## config.mk

```make
export PLATFORM = sky130hd
export DESIGN_NAME = fpu_op_scheduler_flat
export DESIGN_NICKNAME = d
export VERILOG_FILES = /design/src/rtl/fpu_op_scheduler_pkg.sv /design/src/rtl/fpu_op_scheduler_if.sv /design/src/rtl/fpu_op_scheduler_rr_arbiter.sv /design/src/rtl/fpu_op_scheduler.sv /design/src/flat_wrapper.sv
export SDC_FILE = /design/constraint.sdc
export NUM_CORES = 1
export LEC_CHECK = 0
export ABC_AREA = 1
export CAP_MARGIN = 25
export CORE_ASPECT_RATIO = 1.2
export CORE_UTILIZATION = 50
export CTS_CLUSTER_DIAMETER = 40
export DETAILED_ROUTE_END_ITERATION = 12
export DONT_BUFFER_PORTS = 1
export PLACE_DENSITY = 0.67
export SLEW_MARGIN = 5
export SYNTH_ARGS = -nofsm -noshare
export SYNTH_HDL_FRONTEND = slang
export SYNTH_SLANG_ARGS = --single-unit
```

## constraint.sdc

```tcl
create_clock -name wb_clk_i -period 3 [get_ports wb_clk_i]
set_input_delay 0.3 -clock wb_clk_i [delete_from_list [all_inputs] [get_ports wb_clk_i]]
set_output_delay 0.3 -clock wb_clk_i [all_outputs]
set_load 0.005 [all_outputs]
```

## src/rtl/fpu_op_scheduler_pkg.sv

```systemverilog
// Shared types and constants for the two-requester FPU operation scheduler.
// Latency: n/a (declarations only).
// Backpressure: n/a.
package fpu_sched_pkg;

  localparam int NREQ   = 2;
  localparam int DATA_W = 32;
  localparam int OP_W   = 3;
  localparam int FLAG_W = 8;

  typedef enum logic [1:0] {
    ST_IDLE  = 2'd0,
    ST_CLEAR = 2'd1,
    ST_RUN   = 2'd2,
    ST_RESP  = 2'd3
  } state_e;

  localparam logic [OP_W-1:0] OP_ADD  = 3'd0;
  localparam logic [OP_W-1:0] OP_MUL  = 3'd1;
  localparam logic [OP_W-1:0] OP_DIV  = 3'd2;
  localparam logic [OP_W-1:0] OP_SQRT = 3'd3;
  localparam logic [OP_W-1:0] OP_CMP  = 3'd4;
  localparam logic [OP_W-1:0] OP_MAX  = OP_CMP;

  // Flag bit positions: {inexact, ov, un, less, eq, great, inv, div_zero}
  localparam int FLG_DIV_ZERO = 0;
  localparam int FLG_INV      = 1;
  localparam int FLG_GREAT    = 2;
  localparam int FLG_EQ       = 3;
  localparam int FLG_LESS     = 4;
  localparam int FLG_UN       = 5;
  localparam int FLG_OV       = 6;
  localparam int FLG_INEXACT  = 7;

  // Reported for opcodes the FPU does not implement
  localparam logic [FLAG_W-1:0] FLAGS_INV_ONLY = 8'b1 << FLG_INV;

  typedef struct packed {
    logic [DATA_W-1:0] a;
    logic [DATA_W-1:0] b;
    logic [OP_W-1:0]   op;
    logic [OP_W-1:0]   rm;
  } fpu_cmd_t;

  typedef struct packed {
    logic              id;
    logic [DATA_W-1:0] result;
    logic [FLAG_W-1:0] flags;
    logic              timeout;
  } fpu_rsp_t;

endpackage

```

## src/rtl/fpu_op_scheduler_if.sv

```systemverilog
// Bundles requester, response and FPU-side pins of the scheduler.
// Latency: n/a (wiring only).
// Backpressure: req valid/ready per requester, rsp valid/ready toward the consumer.
interface fpu_op_scheduler_if;

  logic [1:0]  req_valid;
  logic [1:0]  req_ready;
  logic [63:0] req_a;
  logic [63:0] req_b;
  logic [5:0]  req_opcode;
  logic [5:0]  req_rm;

  logic        rsp_valid;
  logic        rsp_ready;
  logic        rsp_id;
  logic [31:0] rsp_result;
  logic [7:0]  rsp_flags;
  logic        rsp_timeout;
  logic        busy;

  logic [31:0] fpu_in1;
  logic [31:0] fpu_in2;
  logic [2:0]  fpu_opcode;
  logic [2:0]  fpu_round;
  logic        fpu_rstp;
  logic        fpu_act;
  logic [31:0] fpu_out;
  logic [7:0]  fpu_flags;
  logic        fpu_done;

  // Environment side: requesters, response consumer and the FPU itself
  modport master (
    output req_valid, req_a, req_b, req_opcode, req_rm, rsp_ready,
           fpu_out, fpu_flags, fpu_done,
    input  req_ready, rsp_valid, rsp_id, rsp_result, rsp_flags, rsp_timeout, busy,
           fpu_in1, fpu_in2, fpu_opcode, fpu_round, fpu_rstp, fpu_act
  );

  // Scheduler side
  modport slave (
    input  req_valid, req_a, req_b, req_opcode, req_rm, rsp_ready,
           fpu_out, fpu_flags, fpu_done,
    output req_ready, rsp_valid, rsp_id, rsp_result, rsp_flags, rsp_timeout, busy,
           fpu_in1, fpu_in2, fpu_opcode, fpu_round, fpu_rstp, fpu_act
  );

endinterface

```

## src/rtl/fpu_op_scheduler_rr_arbiter.sv

```systemverilog
// Two-way round-robin grant selection; the last-grant register lives in the parent.
// Latency: combinational.
// Backpressure: none; the parent decides when a grant is usable.
module fpu_rr_arbiter (
  input  logic [1:0] valid_i,
  input  logic       last_grant_i,
  output logic [1:0] grant_oh_o,
  output logic       grant_id_o
);

  // Lone requester wins outright; on a tie the one not served last wins
  always_comb begin
    grant_oh_o = 2'b00;
    grant_id_o = 1'b0;
    case (valid_i)
      2'b01: begin
        grant_oh_o = 2'b01;
        grant_id_o = 1'b0;
      end
      2'b10: begin
        grant_oh_o = 2'b10;
        grant_id_o = 1'b1;
      end
      2'b11: begin
        grant_id_o = ~last_grant_i;
        grant_oh_o = last_grant_i ? 2'b01 : 2'b10;
      end
      default: begin
        grant_oh_o = 2'b00;
        grant_id_o = 1'b0;
      end
    endcase
  end

endmodule

```

## src/rtl/fpu_op_scheduler.sv

```systemverilog
// Shares one FPU between two requesters: clear pulse, act until done/timeout, tagged response.
// Latency: CLR_CYCLES + FPU time (or TIMEOUT) + 1 cycle to rsp_valid; illegal opcodes 1 cycle.
// Backpressure: one op in flight; req_ready only in IDLE, response held until rsp_ready.
module fpu_op_scheduler
  import fpu_sched_pkg::*;
#(
  parameter int TIMEOUT    = 64,
  parameter int CLR_CYCLES = 1
) (
  input logic               wb_clk_i,
  input logic               wb_rst_ni,
  fpu_op_scheduler_if.slave bus
);

  localparam int CNT_MAX = (TIMEOUT > CLR_CYCLES) ? TIMEOUT : CLR_CYCLES;
  localparam int CNT_W   = $clog2(CNT_MAX + 1);
  localparam logic [CNT_W-1:0] CLR_LAST = CNT_W'(CLR_CYCLES - 1);
  localparam logic [CNT_W-1:0] RUN_LAST = CNT_W'(TIMEOUT - 1);

  state_e           state_q;
  logic             last_grant_q;
  logic [CNT_W-1:0] cnt_q;
  fpu_cmd_t         fpu_cmd_q;
  fpu_rsp_t         rsp_q;
  logic             rsp_valid_q;
  logic             fpu_rstp_q;
  logic             fpu_act_q;
  logic             busy_q;

  logic [1:0]       grant_oh;
  logic             grant_id;
  logic [1:0]       req_ready_d;
  logic             xfer_d;
  fpu_cmd_t         cmd_d;

  fpu_rr_arbiter u_arb (
    .valid_i      (bus.req_valid),
    .last_grant_i (last_grant_q),
    .grant_oh_o   (grant_oh),
    .grant_id_o   (grant_id)
  );

  // Accept only in IDLE and never while reset is applied
  always_comb begin
    req_ready_d = (state_q == ST_IDLE && wb_rst_ni) ? grant_oh : 2'b00;
    xfer_d      = |(bus.req_valid & req_ready_d);
  end

  // Pick the granted requester's slice of the packed command buses
  always_comb begin
    cmd_d    = '0;
    cmd_d.a  = grant_id ? bus.req_a[63:32]     : bus.req_a[31:0];
    cmd_d.b  = grant_id ? bus.req_b[63:32]     : bus.req_b[31:0];
    cmd_d.op = grant_id ? bus.req_opcode[5:3]  : bus.req_opcode[2:0];
    cmd_d.rm = grant_id ? bus.req_rm[5:3]      : bus.req_rm[2:0];
  end

  // Sequencer: all FPU controls and response fields are registered here
  always_ff @(posedge wb_clk_i or negedge wb_rst_ni) begin
    if (!wb_rst_ni) begin
      state_q      <= ST_IDLE;
      last_grant_q <= 1'b1;
      cnt_q        <= '0;
      fpu_cmd_q    <= '0;
      rsp_q        <= '0;
      rsp_valid_q  <= 1'b0;
      fpu_rstp_q   <= 1'b1;
      fpu_act_q    <= 1'b0;
      busy_q       <= 1'b0;
    end else begin
      case (state_q)
        ST_IDLE: begin
          fpu_rstp_q <= 1'b0;
          if (xfer_d) begin
            last_grant_q <= grant_id;
            rsp_q.id     <= grant_id;
            busy_q       <= 1'b1;
            if (cmd_d.op <= OP_MAX) begin
              state_q    <= ST_CLEAR;
              cnt_q      <= '0;
              fpu_cmd_q  <= cmd_d;
              fpu_rstp_q <= 1'b1;
            end else begin
              // Unsupported opcode: answer immediately, FPU left alone
              state_q       <= ST_RESP;
              rsp_valid_q   <= 1'b1;
              rsp_q.result  <= '0;
              rsp_q.flags   <= FLAGS_INV_ONLY;
              rsp_q.timeout <= 1'b0;
            end
          end
        end
        ST_CLEAR: begin
          if (cnt_q == CLR_LAST) begin
            state_q    <= ST_RUN;
            cnt_q      <= '0;
            fpu_rstp_q <= 1'b0;
            fpu_act_q  <= 1'b1;
          end else begin
            cnt_q <= cnt_q + 1'b1;
          end
        end
        ST_RUN: begin
          // done takes priority over the terminal count
          if (bus.fpu_done || cnt_q == RUN_LAST) begin
            state_q       <= ST_RESP;
            fpu_act_q     <= 1'b0;
            fpu_cmd_q     <= '0;
            rsp_valid_q   <= 1'b1;
            rsp_q.result  <= bus.fpu_done ? bus.fpu_out : '0;
            rsp_q.flags   <= bus.fpu_done ? bus.fpu_flags : '0;
            rsp_q.timeout <= ~bus.fpu_done;
          end else begin
            cnt_q <= cnt_q + 1'b1;
          end
        end
        ST_RESP: begin
          if (bus.rsp_ready) begin
            state_q     <= ST_IDLE;
            rsp_valid_q <= 1'b0;
            rsp_q       <= '0;
            busy_q      <= 1'b0;
          end
        end
        default: state_q <= ST_IDLE;
      endcase
    end
  end

  assign bus.req_ready   = req_ready_d;
  assign bus.rsp_valid   = rsp_valid_q;
  assign bus.rsp_id      = rsp_q.id;
  assign bus.rsp_result  = rsp_q.result;
  assign bus.rsp_flags   = rsp_q.flags;
  assign bus.rsp_timeout = rsp_q.timeout;
  assign bus.busy        = busy_q;
  assign bus.fpu_in1     = fpu_cmd_q.a;
  assign bus.fpu_in2     = fpu_cmd_q.b;
  assign bus.fpu_opcode  = fpu_cmd_q.op;
  assign bus.fpu_round   = fpu_cmd_q.rm;
  assign bus.fpu_rstp    = fpu_rstp_q;
  assign bus.fpu_act     = fpu_act_q;

endmodule
```

## src/flat_wrapper.sv

```systemverilog
// flat-port wrapper written by rule: the top's interface ports become plain ports
module fpu_op_scheduler_flat import fpu_sched_pkg::*;
#(
  parameter int TIMEOUT    = 64,
  parameter int CLR_CYCLES = 1
)
  (wb_clk_i, wb_rst_ni, bus_req_valid, bus_req_a, bus_req_b, bus_req_opcode, bus_req_rm, bus_rsp_ready, bus_fpu_out, bus_fpu_flags, bus_fpu_done, bus_req_ready, bus_rsp_valid, bus_rsp_id, bus_rsp_result, bus_rsp_flags, bus_rsp_timeout, bus_busy, bus_fpu_in1, bus_fpu_in2, bus_fpu_opcode, bus_fpu_round, bus_fpu_rstp, bus_fpu_act);
  fpu_op_scheduler_if bus_i ();
  input logic wb_clk_i;
  input logic wb_rst_ni;
  input wire logic [$bits(bus_i.req_valid)-1:0] bus_req_valid;
  input wire logic [$bits(bus_i.req_a)-1:0] bus_req_a;
  input wire logic [$bits(bus_i.req_b)-1:0] bus_req_b;
  input wire logic [$bits(bus_i.req_opcode)-1:0] bus_req_opcode;
  input wire logic [$bits(bus_i.req_rm)-1:0] bus_req_rm;
  input wire logic [$bits(bus_i.rsp_ready)-1:0] bus_rsp_ready;
  input wire logic [$bits(bus_i.fpu_out)-1:0] bus_fpu_out;
  input wire logic [$bits(bus_i.fpu_flags)-1:0] bus_fpu_flags;
  input wire logic [$bits(bus_i.fpu_done)-1:0] bus_fpu_done;
  output wire logic [$bits(bus_i.req_ready)-1:0] bus_req_ready;
  output wire logic [$bits(bus_i.rsp_valid)-1:0] bus_rsp_valid;
  output wire logic [$bits(bus_i.rsp_id)-1:0] bus_rsp_id;
  output wire logic [$bits(bus_i.rsp_result)-1:0] bus_rsp_result;
  output wire logic [$bits(bus_i.rsp_flags)-1:0] bus_rsp_flags;
  output wire logic [$bits(bus_i.rsp_timeout)-1:0] bus_rsp_timeout;
  output wire logic [$bits(bus_i.busy)-1:0] bus_busy;
  output wire logic [$bits(bus_i.fpu_in1)-1:0] bus_fpu_in1;
  output wire logic [$bits(bus_i.fpu_in2)-1:0] bus_fpu_in2;
  output wire logic [$bits(bus_i.fpu_opcode)-1:0] bus_fpu_opcode;
  output wire logic [$bits(bus_i.fpu_round)-1:0] bus_fpu_round;
  output wire logic [$bits(bus_i.fpu_rstp)-1:0] bus_fpu_rstp;
  output wire logic [$bits(bus_i.fpu_act)-1:0] bus_fpu_act;
  assign bus_i.req_valid = bus_req_valid;
  assign bus_i.req_a = bus_req_a;
  assign bus_i.req_b = bus_req_b;
  assign bus_i.req_opcode = bus_req_opcode;
  assign bus_i.req_rm = bus_req_rm;
  assign bus_i.rsp_ready = bus_rsp_ready;
  assign bus_i.fpu_out = bus_fpu_out;
  assign bus_i.fpu_flags = bus_fpu_flags;
  assign bus_i.fpu_done = bus_fpu_done;
  assign bus_req_ready = bus_i.req_ready;
  assign bus_rsp_valid = bus_i.rsp_valid;
  assign bus_rsp_id = bus_i.rsp_id;
  assign bus_rsp_result = bus_i.rsp_result;
  assign bus_rsp_flags = bus_i.rsp_flags;
  assign bus_rsp_timeout = bus_i.rsp_timeout;
  assign bus_busy = bus_i.busy;
  assign bus_fpu_in1 = bus_i.fpu_in1;
  assign bus_fpu_in2 = bus_i.fpu_in2;
  assign bus_fpu_opcode = bus_i.fpu_opcode;
  assign bus_fpu_round = bus_i.fpu_round;
  assign bus_fpu_rstp = bus_i.fpu_rstp;
  assign bus_fpu_act = bus_i.fpu_act;
  fpu_op_scheduler #(.TIMEOUT(TIMEOUT), .CLR_CYCLES(CLR_CYCLES)) u_core (.wb_clk_i(wb_clk_i), .wb_rst_ni(wb_rst_ni), .bus(bus_i));
endmodule
```

# After elaboration in Yosys (flattened, before gate mapping)

Cells that the tools add are included.

Input port bits: 186
Register bits after elaboration: 126
Word-level logic and storage cells: 98

Add/sub/neg operators: 1
Reductions and logical operators: 19
Equality and inequality tests: 14
Multiplexer cells: 45
Bitwise operators: 3
Magnitude comparators: 1

Operators by type and width:

| kind                                                  | number |
|---|---|
| two-way mux 70 bit                                    | 3 |
| case mux 70 bit (2 select lines)                      | 1 |
| case mux 41 bit (3 select lines)                      | 1 |
| two-way mux 32 bit                                    | 3 |
| two-way mux 42 bit                                    | 2 |
| two-way mux 41 bit                                    | 2 |
| two-way mux 7 bit                                     | 4 |
| case mux 7 bit (3 select lines)                       | 1 |
| two-way mux 2 bit                                     | 7 |
| AND reduction 4 bit                                   | 3 |
| two-way mux 1 bit                                     | 10 |
| case mux 1 bit (2 select lines)                       | 5 |
| equality test 2 bit, second input constant            | 4 |
| two-way mux 8 bit                                     | 1 |
| inequality test 2 bit, second input constant          | 4 |
| case mux 2 bit (4 select lines)                       | 1 |
| nonzero test 2 bit                                    | 4 |
| adder 7 x 1 -> 7 bit, second input constant           | 1 |
| equality test 7 x 6 -> 1 bit, second input constant   | 1 |
| zero test 7 bit                                       | 1 |
| two-way mux 3 bit                                     | 2 |
| inequality test 2 x 1 -> 1 bit, second input constant | 3 |
| case mux 2 bit (3 select lines)                       | 1 |
| AND reduction 3 bit                                   | 2 |
| 12 further kinds                                      | 16 |

# Depth between registers and ports, before layout

Gate-level depths: netlist (run 1).

Depth in word-level cells: 7
Mapped depth: 13
Mapped depth without buffers: 11

# Modules after synthesis

Synthesis (run 1) repeated with hierarchy kept, for this count alone.

Cell total of the unflattened synthesis: 995
Area total of the unflattened synthesis: 7,131.8 µm²

Modules (own cells, without submodules):

| module           | instances | cells each | sequential area each (µm²) | area each (µm²) |
|---|---|---|---|---|
| fpu_op_scheduler | 1         | 989        | 3,155.5                    | 7,106.8 |
| fpu_rr_arbiter   | 1         | 6          | 0.0                        | 25.0 |

# Worst setup path after synthesis (run 1)

Ideal clock, no wire load.

Path type: reg2reg
Start: register u_core.state_q[0]
End: register u_core.rsp_q (netlist bit u_core.bus.rsp_flags[0])
Setup slack: 1.135 ns
Cell stages (with the launch flop): 14
Arrival time: 1.748 ns
Library setup time: 0.117 ns
Path through: dfrtp_1 inv_1 ha_1 buf_4 nand2_1 inv_1 o21ai_1 nand2_1 nand2_1 nor2_2 nand3_2 buf_4 nand2_1 nand2_1

Word-level cells in the longest chain between the ends: 7
Elaborated cells on any way between the ends: 14
Classes of those cells: eq/ne: 6; mux: 2; bitwise: 1; reduce/logical: 5

RTL lines:

| item                                     | RTL line                                       | RTL |
|---|---|---|
| start: declaration                       | fpu_op_scheduler.sv:20                         | `state_e state_q;` |
| start signal: assignment                 | fpu_op_scheduler.sv:61                         | `state_q <= ST_IDLE;` |
| start signal: assignment                 | fpu_op_scheduler.sv:79                         | `state_q <= ST_CLEAR;` |
| start signal: assignment                 | fpu_op_scheduler.sv:85                         | `state_q <= ST_RESP;` |
| zero test 2 bit                          | fpu_op_scheduler.sv:45, fpu_op_scheduler.sv:71 |  |
| logical AND 1 bit                        | fpu_op_scheduler.sv:45                         | `req_ready_d = (state_q == ST_IDLE && wb_rst_ni) ? grant_oh : 2'b00;` |
| two-way mux 2 bit                        | fpu_op_scheduler.sv:45                         |  |
| bitwise AND 2 bit                        | fpu_op_scheduler.sv:46                         | `xfer_d = \|(bus.req_valid & req_ready_d);` |
| OR reduction 2 bit                       | fpu_op_scheduler.sv:46                         |  |
| inequality test 2 x 1 -> 1 bit (no line) | -                                              |  |
| AND reduction 5 bit (no line)            | -                                              |  |
| end: declaration                         | fpu_op_scheduler.sv:24                         | `fpu_rsp_t rsp_q;` |

Several ways; a longest one is shown, not always the timed one.
A chain may end at the register's enable or synchronous reset.

# Final worst setup path (run 1)

Start: register u_core.state_q[0]
End: register u_core.rsp_q (netlist bit u_core.bus.rsp_flags[5])

Same word-level chain as after synthesis.

==> results.json, run 1 <==
{
  "outcome": "finished with violations",
  "violations": "negative hold slack",
  "cp_max_fo": 42,
  "hpwl_um": 12900,
  "fp.coreArea_sq_mm": 0.0132,
  "tns_ns": 0,
  "grt-ovfl-total": 0,
  "final_nets": 1124,
  "clk_path_buf_depth": 2,
  "ys_top_cells_by_area": "dfrtp_1 (46%), nand2_1 (23%), nand3_1 (6.4%)",
  "synth_top_area_cell": "dfrtp_1",
  "rows": 46,
  "combPwrFrac_pct": 38.6,
  "crit_type": "reg2reg",
  "track_usage_pct": 26.7,
  "n_fill_cell": 1323,
  "wl_per_cell_um": 16.9,
  "dieArea_sq_mm": 0.0140,
  "io_buffers": 0,
  "die_h_um": 130,
  "finalHoldViolCount": 126,
  "cts_root_buffer": "clkbuf_16",
  "slew_headroom_pct": 48.0,
  "synth_seq_area_share_pct": 46.5,
  "worstHoldPathType": "in2async",
  "fin_skew_ns": 0.0100,
  "clkLatencyLatePin_ns": 0.41,
  "max_freq_ghz": 0.422,
  "ioPinCount": 304,
  "pwr-share-clk_pct": 24.7,
  "htreeDepth": 4,
  "period_share_pct": 79.0,
  "p_sw_mw": 3.70,
  "finalMaxSlewViolations": 0,
  "ys_warn_count": 0,
  "synth_area_sq_mm": 0.00678,
  "final_antenna_net_count": 0,
  "grt_pass1_wl_um": 28700,
  "utilization_pct": 56.2,
  "min_period_ns": 2.37,
  "cap_violations": 0,
  "grt_max_degree": 128,
  "vias": 6171,
  "cts_made_buffers": 17,
  "setup_violations": 0,
  "worstPathRequired_ns": 3.34,
  "grt_pass1_vias": 5515,
  "internal_power_mw": 4.64,
  "end_kind": "register",
  "cts_resized": 0,
  "p_sw_share_pct": 44.4,
  "gp_congestion": 0.899,
  "cts_tree": "yes",
  "drtPass1Iterations": 7,
  "peakVddDrop_mv": 0.775,
  "p_seq_share_pct": 36.7,
  "area_growth_pct": 9.82,
  "routed_wl_um": 18900,
  "synthCells": 962,
  "cts.sinks": 126,
  "fin_ws_ns": 0.631,
  "netlist.area_leader.share_pct": 45.8,
  "cts_setup_buffers": 0,
  "via_per_inst": 5.54,
  "start_kind": "register",
  "layout_common_cells": "nand2_1 (411), dfrtp_1 (124), nand3_1 (87), a21oi_1 (71), inv_1 (66)",
  "ys_types": 28,
  "dp_cells": 1080,
  "drc": 0,
  "powerDensity_mw_per_mm2": 1120,
  "worst_pin_slew_ns": 0.779,
  "fin_cells": 1113,
  "start_util_pct": 51.2,
  "syn_area_per_cell_sq_um": 7.05,
  "clk_pin_slew_worst_paths_ns": 0.06,
  "syn_nets": 1155,
  "first_iter_violations": 568,
  "cp.arrival_ns": 2.71,
  "antenna_found_initial": 1,
  "synth-seq-cells": 126,
  "die_x_um": 108,
  "rsz0062_at_grt": "no",
  "final_common_cell": "nand2_1",
  "drive_above_1_share_pct": 6.36,
  "holdWs_ns": -0.416,
  "p_leak_nw": 4.06,
  "pre_cts_slack_ns": 0.718
}
## flip-flops by register name (all words and copies together) (netlist names)
signal                  cells
u_core.bus.fpu_in1         32
u_core.bus.fpu_in2         32
u_core.bus.rsp_result      32
u_core.bus.rsp_flags        8
u_core.cnt_q                7
u_core.bus.fpu_opcode       3
u_core.bus.fpu_round        3
u_core.state_q              2
u_core.bus.busy             1
u_core.bus.fpu_act          1
u_core.bus.fpu_rstp         1
u_core.bus.rsp_id           1
u_core.bus.rsp_timeout      1
u_core.bus.rsp_valid        1
u_core.last_grant_q         1
## critical path, cell delays in order, from the launching register on
cell     delay (ns)
dfrtp_1        0.39
inv_1          0.13
ha_1           0.37
nand2_1        0.16
inv_1          0.08
o21ai_1        0.10
nand2_1        0.09
nand2_1        0.14
nor2_4         0.12
buf_4          0.41
nand4_1        0.18
nand2_1        0.11
## cell families (layout without fill, tap and decap cells)
kind of cell	count (synthesis)	after routing	synth area share, %
AND/OR/NAND/NOR	606	606	37.1
buffers and inverters	134	116	8.16
other	0	1	0
XOR/XNOR	1	1	0.129
AO/OA/AOI/OAI	88	88	6.74
adder cells (fa/ha/maj)	7	7	1.29
flip-flops	126	126	46.5
## layer usage
metal | vias up | routed length (um) | global-route usage (%)
met5 | - | 0 | 0
li1 | 2998 | - | -
met2 | 246 | 8870 | 42.8
met1 | 2885 | 7750 | 33.3
met4 | 0 | 547 | 10.8
met3 | 42 | 1700 | 8.60
## path summary, 6_finish.rpt
| path | start | endpoint | slack [ns] | depth (start not counted) |
|---|---|---|---|---|
| max in group asynchronous | wb_rst_ni | u_core.last_grant_q | 3.19 | 0 |
| hold reg to reg | u_core.bus.rsp_result[7] | u_core.bus.rsp_result[7] | 0.50 | 2 |
| setup / recovery | u_core.state_q[0] | u_core.bus.rsp_flags[5] | 0.63 | 11 |
| setup reg to reg | u_core.state_q[0] | u_core.bus.rsp_flags[5] | 0.63 | 11 |
| hold / removal | wb_rst_ni | u_core.bus.rsp_result[16] | -0.42 | 0 |
| min in group wb_clk_i | bus_fpu_out[1] | u_core.bus.rsp_result[1] | 0.12 | 4 |
## power by group through the flow
stage                     Combinational (mW)  Clock [mW]  Sequential (mW)
after detailed placement                3.24           0             3.09
after floorplan                         2.57           0             2.86
after CTS                               3.26        2.09             3.07
after global routing                    3.68        2.17             3.16
after global placement                  3.19           0             3.09
final                                   3.23        2.06             3.06
## layout make-up
class	instances	area (sq um)	share of cell area (%)
Inverter	68	255	3.43
Sequential cell	126	3160	42.4
Tap cell	168	210	2.82
Clock inverter	12	134	1.80
Multi-Input combinational cell	702	3090	41.5
Antenna cell	1	2.50	0.0336
Clock buffer	20	467	6.27
Timing Repair Buffer	16	133	1.78
## stage by stage
stage | power, mW | hold slack (ns) | instance area [sq um]
6_report | 8.35 | -0.416 | 7450
3_3_place_gp | 6.27 | 0.00677 | 6840
4_1_cts | 8.42 | -0.432 | 7440
2_1_floorplan | 5.43 | 0.00441 | 6780
5_1_grt | 9.01 | -0.438 | 7450
3_5_place_dp | 6.33 | 0.00691 | 6840
## synthesized netlist by cell type (all sizes together)
master,count
a211oi,1
a21oi,72
buf,43
clkbuf,23
clkinv,1
dfrtp,124
dfstp,2
ha,7
inv,67
nand2,414
nand3,89
nand3b,1
nand4,43
nor2,57
nor3,1
o211ai,2
o21ai,10
o21bai,1
o22ai,2
or2,1
xnor2,1
Note: power is estimated with default switching activity, not from simulation.
==> inputs of run 2 (changes only) <==
--- a/config.mk
+++ b/config.mk
@@ -12,7 +12,7 @@
 export CTS_CLUSTER_DIAMETER = 40
 export DETAILED_ROUTE_END_ITERATION = 12
 export DONT_BUFFER_PORTS = 1
-export PLACE_DENSITY = 0.67
+export PLACE_DENSITY = 0.7
 export SLEW_MARGIN = 5
 export SYNTH_ARGS = -nofsm -noshare
 export SYNTH_HDL_FRONTEND = slang
==> constraint.sdc (replaced) <==
create_clock -name wb_clk_i -period 1.9 [get_ports wb_clk_i]
set_input_delay 0.19 -clock wb_clk_i [delete_from_list [all_inputs] [get_ports wb_clk_i]]
set_output_delay 0.19 -clock wb_clk_i [all_outputs]
set_load 0.005 [all_outputs]
==> results.json, run 2 (synthesized netlist as in run 1, its figures left out) <==
{
  "cpPeakStageDelay_ns": 0.43,
  "utilization_pct": 61.1,
  "gp_congestion": 0.890,
  "ioPinCount": 304,
  "grt-ovfl-total": 0,
  "start_kind": "register",
  "worst_pin_slew_ns": 0.374,
  "cts_root_buffer": "clkbuf_16",
  "clk_path_buf_depth": 2,
  "die_h_um": 130,
  "cap_violations": 0,
  "clkLatencyLatePin_ns": 0.41,
  "final_area_sq_mm": 0.00809,
  "finalMaxSlewViolations": 0,
  "period_share_pct": 99.2,
  "worstPathRequired_ns": 2.19,
  "dieArea_sq_mm": 0.0140,
  "crit_chain": "inv_2 > ha_4 > nand2_1 > inv_1 > o21ai_2 > nand2_1 > nand2_2 > a21oi_4 > nand2_8 > buf_8 > nand2_1 > nand2_1",
  "crit_type": "reg2reg",
  "critPathBufInv": 3,
  "cts_tree": "yes",
  "worstHoldPathType": "in2async",
  "wl_per_cell_um": 18.8,
  "start_util_pct": 51.2,
  "max_freq_ghz": 0.531,
  "end_kind": "register",
  "rows": 46,
  "grt_pass1_vias": 5491,
  "violations": "negative hold slack",
  "grt_max_degree": 128,
  "drc": 0,
  "p_leak_nw": 4.35,
  "outcome": "finished with violations",
  "min_period_ns": 1.88,
  "htreeDepth": 4,
  "fin_cells": 1148,
  "io_buffers": 0,
  "cp.arrival_ns": 2.18,
  "first_iter_violations": 538,
  "final_nets": 1158,
  "via_per_inst": 5.60,
  "fp.coreArea_sq_mm": 0.0132,
  "critPathMostFrequentCell": "nand2_1",
  "routed_wl_um": 21500,
  "fin_skew_ns": 0.0106,
  "drtPass1Iterations": 5,
  "die_x_um": 108,
  "cts_made_buffers": 17,
  "cp_slowest_cell": "dfrtp_1",
  "dp_cells": 1095,
  "track_usage_pct": 26.6,
  "drive_above_1_share_pct": 11.1,
  "final_common_cell": "nand2_1",
  "layout_common_cells": "nand2_1 (404), dfrtp_1 (124), nand3_1 (86), a21oi_1 (71), inv_1 (63)",
  "slew_headroom_pct": 74.9,
  "powerDensity_mw_per_mm2": 1910,
  "clk_pin_slew_worst_paths_ns": 0.06,
  "critPathTopFamily": "simple AND/OR/NAND/NOR gates",
  "holdWs_ns": -0.529,
  "antenna_found_initial": 1,
  "cts.sinks": 126,
  "grt_pass1_wl_um": 28900,
  "peakVddDrop_mv": 1.15,
  "dpl-instance-area_sq_mm": 0.00706,
  "hpwl_um": 12900,
  "setup_violations": 0,
  "area_growth_pct": 19.4,
  "finalHoldViolCount": 126,
  "final_antenna_net_count": 0,
  "cp_max_fo": 17,
  "tns_ns": 0,
  "vias": 6428
}
run 2: cell count changes in the layout (fill, tap and decap cells not counted), moves of 3 or more:
cell	delta
buf_12	+8
buf_4	+6
buf_6	+9
clkbuf_16	+9
inv_1	-3
inv_2	+3
nand2_1	-7
nand2_2	+5
run 2: metal layers:
layer / track usage, % / vias to the layer above / part of all wire [%]
li1: - / 3063 / -
met1: 34.7 / 3045 / 41
met2: 41.3 / 280 / 48
met3: 8.55 / 40 / 8.2
met4: 9.86 / 0 / 2.7
met5: 0 / - / 0
run 2: worst register-to-register path, stage by stage (launching register included):
cell and delay (ns):
dfrtp_1 0.43, inv_2 0.11, ha_4 0.13, nand2_1 0.06, inv_1 0.07, o21ai_2 0.06
nand2_1 0.10, nand2_2 0.08, a21oi_4 0.26, nand2_8 0.15, buf_8 0.21, nand2_1 0.07
nand2_1 0.05
run 2: path summary, 6_finish.rpt:
| kind | end | depth (start not counted) | start | slack [ns] |
|---|---|---|---|---|
| worst min register to register | u_core.bus.rsp_result[18] | 2 | u_core.bus.rsp_result[18] | 0.49 |
| max in group asynchronous | u_core.bus.fpu_rstp | 0 | wb_rst_ni | 2.09 |
| worst max register to register | u_core.bus.fpu_in1[10] | 12 | u_core.state_q[1] | 0.02 |
| worst max-delay path | u_core.bus.fpu_in1[10] | 12 | u_core.state_q[1] | 0.02 |
| worst min-delay path | u_core.bus.rsp_result[2] | 0 | wb_rst_ni | -0.53 |
| min in group wb_clk_i | u_core.bus.rsp_result[29] | 4 | bus_fpu_out[29] | 0.01 |
run 2: final cells by class:
cell class              count  area, sq um
inverters                  68          255
fillers                  1218         5140
well taps                 168          210
clock inverters            12          135
repair buffers             50          694
diodes                      2         5.00
clock buffers              20          457
flip-flops and latches    126         3160
multi-input cells         702         3180
run 2: report_power, final:
part           switching (mW)  internal [mW]  leakage, nW
combinational            4.49           2.88         2.43
clock                    1.23           2.01        0.279
sequential               1.02           3.84         1.65
run 2: what timing repair did:
| item | CTS | global route |
|---|---|---|
| setup buffers | 0 | 6 |
| endpoints found under the setup margin | 0 | 115 |
| resized for setup | 0 | 32 |
| endpoints found under the hold margin | 126 | 126 |
run 2: through the flow:
stage          total power [mW]  worst slack, ns  hold WS (ns)
2_1_floorplan              8.57           0.0346        -0.106
3_5_place_dp               10.4           0.0183        -0.103
3_3_place_gp               10.3           0.0249        -0.103
5_1_grt                    16.4          -0.0459        -0.546
6_report                   15.5           0.0160        -0.529
4_1_cts                    13.7           0.0154        -0.535
